<file path="src/rtl/dc_fifo_pkg.sv">
// Shared defaults for the dc_fifo elastic buffer.
// Holds only the default parameter values, so that every instantiation site
// starts from the same geometry unless it overrides it explicitly.
package dc_fifo_pkg;

    localparam int DC_FIFO_DATA_WIDTH_DEFAULT = 32;
    localparam int DC_FIFO_ADDR_WIDTH_DEFAULT = 2;

endpackage

</file>
<file path="src/rtl/dc_fifo_mem.sv">
// Storage array for dc_fifo: DEPTH x DATA_WIDTH registers.
// Ports:
//   clk    : clock
//   we     : write enable, writes wdata to mem[waddr] on the rising edge
//   waddr  : write address
//   wdata  : write data
//   re     : read enable, captures mem[raddr] into rdata on the rising edge
//   raddr  : read address
//   rdata  : registered read data, holds while re is low
// No reset: contents and rdata are undefined until written.
module dc_fifo_mem #(
    parameter int DATA_WIDTH = 32,
    parameter int ADDR_WIDTH = 2
) (
    input  logic                  clk,
    input  logic                  we,
    input  logic [ADDR_WIDTH-1:0] waddr,
    input  logic [DATA_WIDTH-1:0] wdata,
    input  logic                  re,
    input  logic [ADDR_WIDTH-1:0] raddr,
    output logic [DATA_WIDTH-1:0] rdata
);

    localparam int DEPTH = 1 << ADDR_WIDTH;

    logic [DATA_WIDTH-1:0] mem_reg [DEPTH];
    logic [DATA_WIDTH-1:0] rdata_reg;

    always_ff @(posedge clk) begin
        if (we) begin
            mem_reg[waddr] <= wdata;
        end
    end

    always_ff @(posedge clk) begin
        if (re) begin
            rdata_reg <= mem_reg[raddr];
        end
    end

    assign rdata = rdata_reg;

endmodule

</file>
<file path="src/rtl/dc_fifo.sv">
// Single-clock FIFO used as a small elastic buffer (depth 2**ADDR_WIDTH).
// Ports:
//   clk      : single clock, all state updates on the rising edge
//   reset_n  : synchronous active-low reset
//   data_in  : write data, sampled when a write is accepted
//   wr_req   : write request, ignored while wr_full
//   wr_full  : FIFO holds DEPTH words
//   data_out : registered read data, 1 clk after an accepted read
//   rd_req   : read request, ignored while rd_empty
//   rd_empty : FIFO holds no words
module dc_fifo
    import dc_fifo_pkg::*;
#(
    parameter int DATA_WIDTH = DC_FIFO_DATA_WIDTH_DEFAULT,
    parameter int ADDR_WIDTH = DC_FIFO_ADDR_WIDTH_DEFAULT
) (
    input  logic                  clk,
    input  logic                  reset_n,
    input  logic [DATA_WIDTH-1:0] data_in,
    input  logic                  wr_req,
    output logic                  wr_full,
    output logic [DATA_WIDTH-1:0] data_out,
    input  logic                  rd_req,
    output logic                  rd_empty
);

    localparam int PTR_W = ADDR_WIDTH + 1;

    logic [PTR_W-1:0]      wr_ptr_reg;
    logic [PTR_W-1:0]      rd_ptr_reg;
    logic                  out_zero_reg;
    logic                  wr_accept;
    logic                  rd_accept;
    logic [DATA_WIDTH-1:0] mem_rdata;

    // The extra MSB distinguishes "full" from "empty" when the low bits match.
    assign rd_empty = (wr_ptr_reg == rd_ptr_reg);
    assign wr_full  = (wr_ptr_reg[ADDR_WIDTH-1:0] == rd_ptr_reg[ADDR_WIDTH-1:0]) &&
                      (wr_ptr_reg[PTR_W-1] != rd_ptr_reg[PTR_W-1]);

    // Flags come from the pre-edge pointers, so full+read frees a slot only
    // on the next cycle and empty+write has no bypass to the read side.
    assign wr_accept = wr_req && !wr_full;
    assign rd_accept = rd_req && !rd_empty;

    always_ff @(posedge clk) begin
        if (!reset_n) begin
            wr_ptr_reg   <= '0;
            rd_ptr_reg   <= '0;
            out_zero_reg <= 1'b1;
        end else begin
            if (wr_accept) begin
                wr_ptr_reg <= wr_ptr_reg + PTR_W'(1);
            end
            if (rd_accept) begin
                rd_ptr_reg   <= rd_ptr_reg + PTR_W'(1);
                out_zero_reg <= 1'b0;
            end
        end
    end

    // The storage read register has no reset; out_zero_reg masks it to zero
    // from reset until the first accepted read refreshes it.
    assign data_out = out_zero_reg ? '0 : mem_rdata;

    dc_fifo_mem #(
        .DATA_WIDTH(DATA_WIDTH),
        .ADDR_WIDTH(ADDR_WIDTH)
    ) u_mem (
        .clk  (clk),
        .we   (wr_accept && reset_n),
        .waddr(wr_ptr_reg[ADDR_WIDTH-1:0]),
        .wdata(data_in),
        .re   (rd_accept && reset_n),
        .raddr(rd_ptr_reg[ADDR_WIDTH-1:0]),
        .rdata(mem_rdata)
    );

endmodule

</file>
<file path="config.mk">
export PLATFORM = sky130hd
export DESIGN_NAME = dc_fifo
export DESIGN_NICKNAME = d
export VERILOG_FILES = /design/src/rtl/dc_fifo_pkg.sv /design/src/rtl/dc_fifo_mem.sv /design/src/rtl/dc_fifo.sv
export SDC_FILE = /design/constraint.sdc
export NUM_CORES = 1
export LEC_CHECK = 0
export CELL_PAD_IN_SITES_DETAIL_PLACEMENT = 0
export CELL_PAD_IN_SITES_GLOBAL_PLACEMENT = 1
export CORE_UTILIZATION = 40
export CTS_BUF_LIST = sky130_fd_sc_hd__clkbuf_16
export CTS_CLUSTER_DIAMETER = 30
export DETAILED_ROUTE_END_ITERATION = 6
export GPL_ROUTABILITY_DRIVEN = 0
export PLACE_DENSITY = 0.74
export SKIP_CTS_REPAIR_TIMING = 1
export SYNTH_ARGS = -nofsm -noshare
export SYNTH_HDL_FRONTEND = slang
export SYNTH_SLANG_ARGS = --single-unit
export TNS_END_PERCENT = 1
</file>
<file path="constraint.sdc">
create_clock -name clk -period 2.6 [get_ports clk]
set_input_delay 0.65 -clock clk [delete_from_list [all_inputs] [get_ports clk]]
set_output_delay 0.65 -clock clk [all_outputs]
set_load 0.005 [all_outputs]
</file>
==> qor.yml <==
worstPathRequired_ns: 1.95
largest_reg_flops: 128
die_area_um2: 16500
synth_top_area_cell: "edfxtp_1"
crit_path_cell_trace: "xor2_2, nor3_2, clkdlybuf4s50_1"
clock_power_share_pct: 29.7
p_int_mw: 5.54
ir_drop_uv: 522
maxCapViolCount: 0
worst_pin_slew_ns: 0.549
status: "finished, final reports clean"
netlist_area_um2: 6400
yosysUniqueCellTypes: 34
clk_latency_ns: 0.41
grt_pass1_vias: 3247
initial_core_util_pct: 41.5
drt-initial-drc-count: 217
num_rows: 45
p_seq_share_pct: 46.9
wl_um: 11400
coreArea_um2: 15400
area_growth_pct: 25.5
viasPerCell: 5.05
die_width_um: 128
antenna_found_initial: 0
criticalPathCategory: "register to primary output"
num-nets-final: 442
switching_share_pct: 25.4
io_pins: 70
fin_crit_ns: 2.46
finalHoldViolCount: 0
wl_per_cell_um: 18.2
end_kind: "primary output"
clkSinkCount: 167
comb_power_share_pct: 23.4
cts_made_buffers: 17
synth_fp_nets: 351
cellPowerDensity_nw_per_um2: 925
p_sw_mw: 1.89
hp-class: "register to register"
finalSetupViolations: 0
crit_buf_inv: 1
layoutNonFillerInstCount: 625
timing.hold.ws_ns: 0.630
cts_tree: "done"
diodes: 0
ant_nets: 0
critPathMaxFanout: 7
synthesis.yosys.warnings: 0
cts-root-buf: "clkbuf_16"
yosys-top-cells-area: "edfxtp_1, mux4_2, nor2b_1, dfxtp_1, ha_1"
h-tree-depth: 4
gr-total-overflow: 0
drive_gt1_share_pct: 21.3
crit_family: "buffers and inverters"
yosysSeqAreaShare_pct: 77.3
dp_cells: 593
skew_ns: 0.00474
crit_arrival_ns: 1.81
slew_headroom_pct: 63.2
critical_path.max_stage_delay_ns: 0.47
grt_max_degree: 38
grt_usage_pct: 15.1
firstDrtPassIters: 4
slew_viol_final: 0
final_cell_area_um2: 8030
fmax_mhz: 406
die_y_um: 128
worstSetupStartpointType: "register"
rsz0062_at_grt: "false"
period_share_pct: 94.7
crit_slowest_cell: "clkdlybuf4s50_1"
synth_seq_cells: 167
power.leakage_nw: 2.57
drcViolationCount: 0
synth.avg_cell_area_um2: 20.6
grt_pass1_wl_um: 17800
io_buffers: 69
place_hpwl_um: 7160
synth_top_area_share_pct: 75.1
cts.reportedPaths.clkPinSlew_ns: 0.06
postSynthCellCount: 310
routed-via-count: 3155
clk_path_buf_depth: 2
place_area_um2: 7490
==> through the flow <==
step	TNS, ns	setup WS (ns)	utilization, %	power [mW]
after floorplan	0	0.247	-	4.45
after global routing	0	0.0415	52.0	7.75
final	0	0.138	52.0	7.42
after global placement	0	0.273	48.6	5.25
after detailed placement	0	0.291	48.6	5.29
after CTS	-2.11	-0.128	52.0	7.50
==> power groups by stage <==
stage          combinational, mW  sequential, mW  clock (mW)
2_1_floorplan              0.979            3.47           0
3_3_place_gp                1.73            3.52           0
3_5_place_dp                1.75            3.54           0
4_1_cts                     1.77            3.48        2.25
5_1_grt                     1.89            3.51        2.36
6_report                    1.74            3.48        2.21
==> Yosys cell counts <==
library cell  number
nand4b_1           2
a211o_1            2
buf_2              6
or3_1              2
clkbuf_1           5
a41oi_1            2
nor2_1             4
a31oi_1            1
buf_4              3
edfxtp_1         160
o22ai_1            2
nor4_1             2
xor2_1             1
buf_6              1
nand3_1            2
and3_1             3
xnor2_1            2
xor2_2             2
nand2_1            5
o22a_1             1
inv_1              5
mux4_2            32
nor3_1             2
a21oi_1            4
nand4_1            2
xnor2_2            1
dfxtp_1            7
o21ai_0            3
nor2b_1           32
nand3b_1           4
ha_1               5
and2_1             2
o211ai_1           2
o221ai_1           1
==> per-layer routing <==
metal | global-route usage, % | vias up | routed length [um]
met3 | 3.66 | 12 | 439
met1 | 19.3 | 1627 | 4980
met2 | 24.9 | 90 | 5750
met4 | 6.44 | 0 | 198
li1 | - | 1426 | -
met5 | 0 | - | 0
==> placed cells by master (no fill, tap or decap), types with 2 or more instances in the layout <==
cell,count
edfxtp_1,160
clkdlybuf4s50_1,69
mux4_2,32
nor2b_1,32
clkbuf_16,17
buf_4,12
inv_1,11
buf_12,6
nand2_1,5
ha_1,5
nand3b_1,4
a21oi_1,4
clkinvlp_4,4
dfxtp_2,4
and3_2,3
o21ai_0,3
nor2_1,3
clkinv_2,3
dfxtp_1,3
xor2_2,2
xnor2_1,2
o211ai_1,2
nand4_1,2
nand3_1,2
a41oi_1,2
nor4_1,2
or3_1,2
o22ai_1,2
a211o_1,2
nand4b_1,2
==> area by class of cell <==
type,instances,area (um2)
Multi-Input combinational cell,123,1370
Sequential cell,167,4950
Timing Repair Buffer,87,901
Clock inverter,15,101
Inverter,5,18.8
Clock buffer,17,425
Fill cell,1265,7400
Tap cell,211,264
==> logic make-up after synthesis <==
logic type / synth area share, %
AND/OR/NAND/NOR: 5.79
buffers and inverters: 1.58
flip-flops: 77.3
multiplexers: 11.3
adder cells (fa/ha/maj): 0.978
XOR/XNOR: 1.17
AO/OA/AOI/OAI: 1.90
==> worst register-to-register path, cell delays in order, from the launching register on <==
cell and delay, ns:
dfxtp_2 0.35, buf_4 0.29, buf_4 0.49, mux4_2 0.60
==> path summary, 6_finish.rpt <==
| check | start | endpoint | slack (ns) | cells past startpoint |
|---|---|---|---|---|
| max | rd_ptr_reg[2] | rd_empty | 0.14 | 3 |
| min | u_mem.mem_reg[2][27] | u_mem.rdata[27] | 0.63 | 1 |
| max reg2reg | rd_ptr_reg[0] | u_mem.rdata[1] | 0.61 | 3 |
| min reg2reg | u_mem.mem_reg[2][27] | u_mem.rdata[27] | 0.63 | 1 |
Power figures use the tool's default switching activity.
